**config.mk**
```make
export PLATFORM = sky130hd
export DESIGN_NAME = uart_rx_flat
export DESIGN_NICKNAME = d
export VERILOG_FILES = /design/src/rtl/uart_rx_if.sv /design/src/rtl/uart_rx.sv /design/src/flat_wrapper.sv
export SDC_FILE = /design/constraint.sdc
export NUM_CORES = 1
export LEC_CHECK = 0
export ABC_AREA = 1
export CAP_MARGIN = 20
export CORE_UTILIZATION = 53
export DETAILED_ROUTE_END_ITERATION = 8
export PLACE_DENSITY = 0.8
export RECOVER_POWER = 25
export SYNTH_ARGS = -nofsm -noshare
export SYNTH_HDL_FRONTEND = slang
export SYNTH_SLANG_ARGS = --single-unit
```
**constraint.sdc**
```tcl
create_clock -name clk -period 3.2 [get_ports clk]
set_input_delay 0.32 -clock clk [delete_from_list [all_inputs] [get_ports clk]]
set_output_delay 0.32 -clock clk [all_outputs]
set_load 0.01 [all_outputs]
```
**src/rtl/uart_rx_if.sv**
```systemverilog
// Byte delivery channel of the UART receiver: held byte, status flags and the
// consumer's ready. The receiver drives it through the master modport.
interface uart_rx_if;
  logic [7:0] rx_data_out;
  logic       rx_valid;
  logic       rx_ready;
  logic       rx_parity_err;
  logic       rx_frame_err;
  logic       rx_overrun;

  modport master (
    output rx_data_out,
    output rx_valid,
    output rx_parity_err,
    output rx_frame_err,
    output rx_overrun,
    input  rx_ready
  );

  modport slave (
    input  rx_data_out,
    input  rx_valid,
    input  rx_parity_err,
    input  rx_frame_err,
    input  rx_overrun,
    output rx_ready
  );
endinterface

```
**src/rtl/uart_rx.sv**
```systemverilog
// UART receiver: start, 8 data bits LSB first, even parity, stop. Delivers each
// byte over a valid/ready channel with parity, framing and overrun flags.
module uart_rx #(
  parameter int unsigned CLKS_PER_BIT = 1
) (
  input  logic      clk,
  input  logic      reset,
  input  logic      rx_data_in,
  output logic      rx_busy,
  uart_rx_if.master rx
);

  localparam int unsigned CW   = $clog2(CLKS_PER_BIT) + 1;
  localparam int unsigned HALF = (CLKS_PER_BIT - 1) / 2;
  localparam logic [CW-1:0] BIT_RELOAD  = CW'(CLKS_PER_BIT - 1);
  localparam logic [CW-1:0] HALF_RELOAD = CW'((HALF > 0) ? HALF - 1 : 0);

  typedef enum logic [2:0] {IDLE, START, DATA, PARITY, STOP} state_t;

  state_t        state, next_state;
  logic [CW-1:0] baud_cnt;
  logic [2:0]    bit_idx;
  logic [7:0]    shift;
  logic          parity_bit;
  logic          armed;
  logic          tick;
  logic          start_det;
  logic          deliver;

  always_ff @(posedge clk) begin
    if (reset) state <= IDLE;
    else       state <= next_state;
  end

  always_comb begin
    tick       = (baud_cnt == '0);
    start_det  = (state == IDLE) && armed && !rx_data_in;
    deliver    = (state == STOP) && tick;
    next_state = state;
    case (state)
      // When the start sample point falls on the detection edge itself,
      // START has nothing left to check and is skipped.
      IDLE:    if (start_det) next_state = (HALF == 0) ? DATA : START;
      START:   if (tick) next_state = rx_data_in ? IDLE : DATA;
      DATA:    if (tick && bit_idx == 3'd7) next_state = PARITY;
      PARITY:  if (tick) next_state = STOP;
      STOP:    if (tick) next_state = IDLE;
      default: next_state = IDLE;
    endcase
  end

  always_comb begin
    rx_busy = (state != IDLE);
  end

  // baud_cnt counts down to the next sample point; a sample is taken when it is zero.
  always_ff @(posedge clk) begin
    if (reset) begin
      baud_cnt         <= '0;
      bit_idx          <= '0;
      shift            <= '0;
      parity_bit       <= 1'b0;
      armed            <= 1'b0;
      rx.rx_data_out   <= '0;
      rx.rx_valid      <= 1'b0;
      rx.rx_parity_err <= 1'b0;
      rx.rx_frame_err  <= 1'b0;
      rx.rx_overrun    <= 1'b0;
    end else begin
      if (state == IDLE) begin
        bit_idx <= '0;
        if (rx_data_in) armed <= 1'b1;
        if (start_det) baud_cnt <= (HALF == 0) ? BIT_RELOAD : HALF_RELOAD;
      end else begin
        baud_cnt <= tick ? BIT_RELOAD : baud_cnt - 1'b1;
      end

      if (state == DATA && tick) begin
        shift   <= {rx_data_in, shift[7:1]};
        bit_idx <= bit_idx + 3'd1;
      end

      if (state == PARITY && tick) parity_bit <= rx_data_in;

      // A low stop bit may be the start of a break; require idle before re-arming.
      if (deliver && !rx_data_in) armed <= 1'b0;

      if (deliver) begin
        rx.rx_data_out   <= shift;
        rx.rx_parity_err <= (^shift) ^ parity_bit;
        rx.rx_frame_err  <= ~rx_data_in;
        rx.rx_valid      <= 1'b1;
        if (rx.rx_valid) rx.rx_overrun <= ~rx.rx_ready;
      end else if (rx.rx_valid && rx.rx_ready) begin
        rx.rx_valid   <= 1'b0;
        rx.rx_overrun <= 1'b0;
      end
    end
  end

endmodule

```
**src/flat_wrapper.sv**
```systemverilog
// flat-port wrapper written by rule: the top's interface ports become plain ports
module uart_rx_flat 
#(
  parameter int unsigned CLKS_PER_BIT = 1
)
  (clk, reset, rx_data_in, rx_busy, rx_rx_data_out, rx_rx_valid, rx_rx_parity_err, rx_rx_frame_err, rx_rx_overrun, rx_rx_ready);
  uart_rx_if rx_i ();
  input  logic clk;
  input  logic reset;
  input  logic rx_data_in;
  output logic rx_busy;
  output wire logic [$bits(rx_i.rx_data_out)-1:0] rx_rx_data_out;
  output wire logic [$bits(rx_i.rx_valid)-1:0] rx_rx_valid;
  output wire logic [$bits(rx_i.rx_parity_err)-1:0] rx_rx_parity_err;
  output wire logic [$bits(rx_i.rx_frame_err)-1:0] rx_rx_frame_err;
  output wire logic [$bits(rx_i.rx_overrun)-1:0] rx_rx_overrun;
  input wire logic [$bits(rx_i.rx_ready)-1:0] rx_rx_ready;
  assign rx_rx_data_out = rx_i.rx_data_out;
  assign rx_rx_valid = rx_i.rx_valid;
  assign rx_rx_parity_err = rx_i.rx_parity_err;
  assign rx_rx_frame_err = rx_i.rx_frame_err;
  assign rx_rx_overrun = rx_i.rx_overrun;
  assign rx_i.rx_ready = rx_rx_ready;
  uart_rx #(.CLKS_PER_BIT(CLKS_PER_BIT)) u_core (.clk(clk), .reset(reset), .rx_data_in(rx_data_in), .rx_busy(rx_busy), .rx(rx_i));
endmodule
```
==> results of run 1 <==
-- final cells by class --
class / count / share of cell area, %
Tap cell: 27 / 2.41
Inverter: 24 / 6.43
Sequential cell: 28 / 40.0
Clock inverter: 1 / 2.14
Multi-Input combinational cell: 108 / 35.9
Timing Repair Buffer: 16 / 11.4
Clock buffer: 3 / 1.61
-- synthesized netlist by cell type, drive strengths merged --
master  instances
dfxtp          28
nand2          37
ha              2
a21oi          22
xnor2           1
a221oi          1
nor4b           1
inv            24
buf             3
clkbuf          1
nor2           14
o21ai          24
nand3           6
-- worst max-delay path: cells and delay by family (launching register included) --
kind,cells,cell delay (ns)
buffers and inverters,1,0.56
AND/OR/NAND/NOR,2,0.21
flip-flops,1,0.40
-- power breakdown --
group / internal [mW] / leakage [nW] / switching (mW)
logic: 0.0264 / 0.350 / 0.0442
registers: 0.359 / 0.227 / 0.0109
clock network: 0.127 / 0.0279 / 0.101
total: 0.512 / 0.605 / 0.156
-- worst paths after layout --
| kind | start | end | slack [ns] |
|---|---|---|---|
| max | u_core.state[1] | rx_busy | 1.38 |
| min | u_core.rx.rx_frame_err | u_core.rx.rx_frame_err | 0.47 |
| min reg2reg | u_core.rx.rx_frame_err | u_core.rx.rx_frame_err | 0.47 |
| max reg2reg | u_core.state[2] | u_core.shift[3] | 1.70 |
-- cell families after synthesis --
group | count (synthesis) | synth area share [%]
AO/OA/AOI/OAI | 47 | 20.2
adder cells (fa/ha/maj) | 2 | 2.12
buffers and inverters | 28 | 9.42
XOR/XNOR | 1 | 0.741
AND/OR/NAND/NOR | 58 | 20.1
flip-flops | 28 | 47.4
-- sequential cells by signal (all words and copies together), names as in the netlist --
| register | cells |
|---|---|
| u_core.parity_bit | 1 |
| u_core.state | 3 |
| u_core.rx.rx_frame_err | 1 |
| u_core.rx.rx_parity_err | 1 |
| u_core.armed | 1 |
| u_core.rx.rx_valid | 1 |
| u_core.bit_idx | 3 |
| u_core.rx.rx_overrun | 1 |
| u_core.shift | 8 |
| u_core.rx.rx_data_out | 8 |
-- per-layer routing --
layer  vias to the layer above  wire (um)
li1                        557          -
met1                       470       1080
met2                        21       1050
met3                         5         76
met4                         0         41
met5                         -          0
==> results.toml, run 1 <==
[worst_setup_path]
crit_path_top_delay_cell = "clkdlybuf4s50_1"
cp_max_fo = 4
cp.required_ns = 2.88
cpPeakStageDelay_ns = 0.56
critPathLaunchType = "register"
worstSetupPathType = "reg -> out"
worst_setup_path_end_kind = "output port"
ff2ff_path_depth = 4
arrival_ns = 1.50
path_cells = "nor2_1 -> nand2_1 -> clkdlybuf4s50_1"

[synthesis]
ys_seq_area_share_pct = 47.4
synthTopCellsByArea = "dfxtp_1, nand2_1, o21ai_0"
yosys_warnings = 0
ys_ff_latch = 28
synth_nets = 170
ys_types = 17
synth_top_area_share_pct = 47.4
synth.avg_cell_area_um2 = 7.21
yosys.area.top_type = "dfxtp_1"
syn_inst = 164
syn_area_um2 = 1180

[global_routing]
grt_use_total_pct = 21.6
grt_pass1_vias = 974
antenna_found_initial = 0
grt.busiest_layer = "met2"
met1_usage_pct = 28.0
grt_max_degree = 26
grt_use_met3_pct = 2.80
grt_use_met2_pct = 35.8
grt_overflow = 0
grt_pass1_wl_um = 4040

[finish]
area_delta_synth_final_pct = 18.4
num_antenna_cells = 0
utilization_pct = 69.2
final_cells = 207
layout_common_cells = "nand2_1, dfxtp_1, o21ai_0"
fill_cells = 167
seqCellArea_um2 = 561
fin_nets = 187
final_common_cell = "nand2_1"
layout-drive-gt1-share_pct = 2.78
multi_input_area_um2 = 503
fin_area_um2 = 1400

[clock_network]
numCtsBuffers = 3
worstSkewPairLatency_ns = 0.33
cts_max_level = 1
clock_sink_count = 28
ctsResizeCount = 0
cts_tree = "done"
post-cts-setup-buffers = 0
clockBufferDepth = 2
cts_root_buf = "clkbuf_4"
path_clk_slew_ns = 0.15
ctsHoldBuffers = 0

[die]
design.die.area_um2 = 2420
die_w_um = 49.2
core_area_um2 = 2020
row_count = 16
initial_core_util_pct = 58.5
die_h_um = 49.2
io_pins = 17

[sta]
slew_headroom_pct = 57.0
post-route-period-util_pct = 56.9
hold_viol_final = 0
setup_tns_ns = 0
fin_crit_ns = 1.82
drv_slew = 0
holdWs_ns = 0.474
skew_ns = 0.00810
fmax_ghz = 0.550
fin_ws_ns = 1.38
rsz0062_at_grt = "false"
tightest_slew_ns = 0.643
final-setup-viol-count = 0

[power_and_ir_drop]
p_leak_nw = 0.605
ir_drop_v = 0.000273
total_power_mw = 0.669
power.density_nw_per_um2 = 478

[status]
outcome = "finished, final reports clean"

[placement]
gp_congestion = 0.867
placed_cells = 203
hpwl_um = 1550
dp_slack_ns = 1.46
io_buffers = 16
place_area_um2 = 1360

[run]
drv_cap = 0

[worst_hold_path]
worstHoldPathCells = 2
worstHoldPathType = "reg -> reg"

[routing]
final_antenna_net_count = 0
vias_per_cell = 5.09
drcViolationCount = 0
drt_wl_total_um = 2250
wl_per_cell_um = 10.9
dr.pass1.iters = 4
initialDrtViolationCount = 28
vias = 1053
Note: power is estimated with default switching activity, not from simulation.
==> run 2: changes to the inputs <==
- CORE_UTILIZATION: 53 -> 52
- PLACE_DENSITY: 0.8 -> 0.79
- clock period: 3.2 -> 1.9 ns (I/O delays scaled with it)
==> run 2 against run 1 <==
Net effect: total power increased by 53%; setup slack got worse by 1.2 ns; flip-flop and latch count did not move; global-route usage shrank 0.85 points; die area rose by 1.9%; register-to-register slack lost 1.1 ns; critical path depth did not move; cell count unchanged; core utilization fell by 1.2 points; hold slack got worse by 0.00070 ns; critical path type unchanged; via count up 2.3%; clock skew hardly changed.
==> results.toml, run 2 (same netlist as run 1, synthesis figures left out) <==
[finish]
fin_area_um2 = 1390
layout-drive-gt1-share_pct = 3.89
final_cells = 207
num_antenna_cells = 0
layout_common_cells = "nand2_1, dfxtp_1, o21ai_0"
area_delta_synth_final_pct = 17.5
utilization_pct = 68.0
final_common_cell = "nand2_1"
fin_nets = 187
reg.largest.list = "u_core.rx.rx_data_out: 8 flops, u_core.shift: 8 flops"

[clock_network]
worstSkewPairLatency_ns = 0.32
clockBufferDepth = 2
ctsHoldBuffers = 0
cts_max_level = 1
path_clk_slew_ns = 0.14
numCtsBuffers = 3
cts_tree = "done"
ctsResizeCount = 0
post-cts-setup-buffers = 0
clock_sink_count = 28
cts_root_buf = "clkbuf_4"

[global_routing]
grt_pass1_wl_um = 4010
grt.busiest_layer = "met2"
grt_overflow = 0
grt_pass1_vias = 936
grt_use_met3_pct = 3.09
met1_usage_pct = 26.7
grt_max_degree = 26
grt_use_met2_pct = 35.8
grt_use_total_pct = 20.7
antenna_found_initial = 0

[routing]
wl_per_cell_um = 11.1
dr.pass1.iters = 4
drt_wl_total_um = 2310
final_antenna_net_count = 0
vias = 1077
drcViolationCount = 0
vias_per_cell = 5.20
initialDrtViolationCount = 42

[run]
drv_cap = 0

[worst_setup_path]
cp_max_fo = 4
crit_path_top_delay_cell = "clkdlybuf4s50_1"
critPathLaunchType = "register"
worstSetupPathType = "reg -> out"
cp.required_ns = 1.71
worst_setup_path_end_kind = "output port"
path_cells = "nor2_1 -> nand2_1 -> clkdlybuf4s50_1"
arrival_ns = 1.51
cpPeakStageDelay_ns = 0.57

[die]
die_h_um = 49.7
row_count = 16
design.die.area_um2 = 2470
core_area_um2 = 2040
io_pins = 17
die_w_um = 49.7
initial_core_util_pct = 57.9

[placement]
placed_cells = 203
place_area_um2 = 1360
dp_slack_ns = 0.287
gp_congestion = 0.778
io_buffers = 16
hpwl_um = 1670

[sta]
final-setup-viol-count = 0
hold_viol_final = 0
fin_crit_ns = 1.70
fmax_ghz = 0.589
tightest_slew_ns = 0.588
holdWs_ns = 0.473
fin_ws_ns = 0.203
rsz0062_at_grt = "false"
skew_ns = 0.00776
slew_headroom_pct = 60.7
drv_slew = 0
setup_tns_ns = 0
post-route-period-util_pct = 89.3

[power_and_ir_drop]
p_leak_nw = 0.597
power.density_nw_per_um2 = 734
ir_drop_v = 0.000395
total_power_mw = 1.02

[status]
outcome = "finished, final reports clean"

[worst_hold_path]
worstHoldPathType = "reg -> reg"
## run 2: layout make-up
class | count | area (um2)
inverters | 24 | 90.1
multi-input cells | 108 | 508
well taps | 27 | 33.8
clock buffers | 4 | 36.3
flip-flops and latches | 28 | 561
repair buffers | 16 | 160
fillers | 180 | 653
## run 2: final timing paths
check / slack, ns / cells after the start / startpoint / to
max: 0.20 / 3 / u_core.state[1] / rx_busy
min: 0.47 / 2 / u_core.parity_bit / u_core.parity_bit
max reg2reg: 0.59 / 5 / u_core.state[1] / u_core.rx.rx_overrun
min reg2reg: 0.47 / 2 / u_core.parity_bit / u_core.parity_bit
## run 2: routing by layer
| metal | up-vias | routed length, um |
|---|---|---|
| met3 | 2 | 74 |
| met2 | 19 | 1100 |
| met5 | - | 0 |
| met1 | 494 | 1120 |
| li1 | 562 | - |
| met4 | 0 | 13 |
## run 2: report_power, final
group	switching (mW)	internal (mW)	total [mW]
logic	0.0760	0.0450	0.121
clock network	0.159	0.117	0.276
registers	0.0180	0.604	0.623
## run 2: worst max-delay path: cells and delay by family, from the launching register on
| kind | cells | cell delay (ns) |
|---|---|---|
| buffers and inverters | 1 | 0.57 |
| DFF | 1 | 0.42 |
| and+or+nand+nor | 2 | 0.20 |
==> run 3: changes to the inputs <==
- CORE_UTILIZATION: 52 -> 53
- CTS_CLUSTER_DIAMETER: default -> 120
- DONT_BUFFER_PORTS: default -> 1
- PLACE_DENSITY: 0.79 -> 0.7
==> run 3 against run 2 <==
Net effect: cell count fell by 6.8%; total power down 1.0%; register-to-register slack improved by 0.05 ns; critical endpoint is now u_core.rx.rx_overrun; largest cell class unchanged; largest power group unchanged.
==> results.toml, run 3 (same netlist as run 1, synthesis figures left out) <==
[die]
design.die.area_um2 = 2420
core_area_um2 = 2020
die_w_um = 49.2
io_pins = 17
row_count = 16
die_h_um = 49.2
initial_core_util_pct = 58.5

[sta]
hold_viol_final = 0
drv_slew = 0
slew_headroom_pct = 59.3
rsz0062_at_grt = "false"
final-setup-viol-count = 0
post-route-period-util_pct = 66.4
setup_tns_ns = 0
fin_crit_ns = 1.26
fmax_ghz = 0.793
tightest_slew_ns = 0.610
skew_ns = 0.00257

[clock_network]
cts_tree = "done"
cts_root_buf = "clkbuf_4"
worstSkewPairLatency_ns = 0.31
numCtsBuffers = 3
clockBufferDepth = 2
cts_max_level = 1
clock_sink_count = 28
post-cts-setup-buffers = 0
path_clk_slew_ns = 0.14

[run]
drv_cap = 0

[global_routing]
grt_use_total_pct = 19.1
grt_overflow = 0
antenna_found_initial = 0
grt_pass1_vias = 826
grt_max_degree = 26
grt_pass1_wl_um = 3530

[placement]
place_area_um2 = 1190
io_buffers = 0
gp_congestion = 0.793
hpwl_um = 1440

[finish]
fin_nets = 173
layout_common_cells = "nand2_1, dfxtp_1, o21ai_0"
final_common_cell = "nand2_1"
fin_area_um2 = 1250
num_antenna_cells = 0
layout-drive-gt1-share_pct = 4.22
reg.largest.list = "u_core.rx.rx_data_out: 8 flops, u_core.shift: 8 flops"
area_delta_synth_final_pct = 5.61

[power_and_ir_drop]
power.density_nw_per_um2 = 809
p_leak_nw = 0.549
ir_drop_v = 0.000558

[routing]
vias = 977
drt_wl_total_um = 2030
drcViolationCount = 0
vias_per_cell = 5.06
final_antenna_net_count = 0
initialDrtViolationCount = 24
dr.pass1.iters = 4
wl_per_cell_um = 10.5

[worst_setup_path]
cp_max_fo = 19
crit_path_top_delay_cell = "dfxtp_1"
cp_top_family = "flip-flops"
cpPeakStageDelay_ns = 0.36
arrival_ns = 1.49
worst_setup_path_end_kind = "register"
path_cells = "nor2_1 -> nand2_1 -> inv_2 -> nand2_1 -> a221oi_1"
cp_num_buf_inv = 1
worstSetupPathType = "reg -> reg"
cp.required_ns = 2.13
worst_path_most_repeated_cell = "nand2_1"
critPathLaunchType = "register"

[status]
outcome = "finished, final reports clean"

[worst_hold_path]
worstHoldPathType = "in -> reg"
[run 3: routing by layer]
| layer | vias to the layer above | GRT usage [%] | share of wire, % |
|---|---|---|---|
| met5 | - | 0 | 0 |
| met4 | 0 | 7.35 | 0.94 |
| met3 | 2 | 4.98 | 3.5 |
| met2 | 12 | 30.8 | 44 |
| met1 | 427 | 24.3 | 51 |
| li1 | 536 | - | - |
[run 3: final timing paths]
check,to,slack [ns],cells after the start,start
max,u_core.rx.rx_overrun,0.64,5,u_core.state[1]
max reg2reg,u_core.rx.rx_overrun,0.64,5,u_core.state[1]
min,u_core.rx.rx_valid,0.03,3,rx_rx_ready
min reg2reg,u_core.bit_idx[0],0.47,1,u_core.bit_idx[0]
[run 3: worst register-to-register path, cell delays in order, from the launching register on]
cell and delay (ns):
dfxtp_1 0.36, nor2_1 0.14, nand2_1 0.12, inv_2 0.24, nand2_1 0.08, a221oi_1 0.24
[run 3: report_power, final]
part,switching [mW],internal [mW]
Combinational,0.0713,0.0405
Clock,0.159,0.117
Sequential,0.0178,0.604
Total,0.248,0.762
[run 3: timing repair]
item / CTS / global route
hold buffers: 2 / 0
resized for setup: 0 / 0
hold endpoints to repair: 5 / 0
[run 3: layout make-up]
class | instances | area, um2
clock buffers | 4 | 36.3
flip-flops and latches | 28 | 561
well taps | 27 | 33.8
fillers | 191 | 773
inverters | 24 | 90.1
multi-input cells | 108 | 508
repair buffers | 2 | 20.0
[run 3: per-stage QoR]
stage          setup WS (ns)  total power, mW  util (%)  std cells  hold slack, ns
2_1_floorplan          0.814            0.722         -        164           0.259
3_3_place_gp           0.727            0.738      59.1        187           0.260
3_5_place_dp           0.686            0.742      59.1        187           0.263
4_1_cts                0.657             1.02      61.9        193         0.00876
5_1_grt                0.440             1.07      61.8        193          0.0159
6_report               0.639             1.01      61.8        193          0.0257
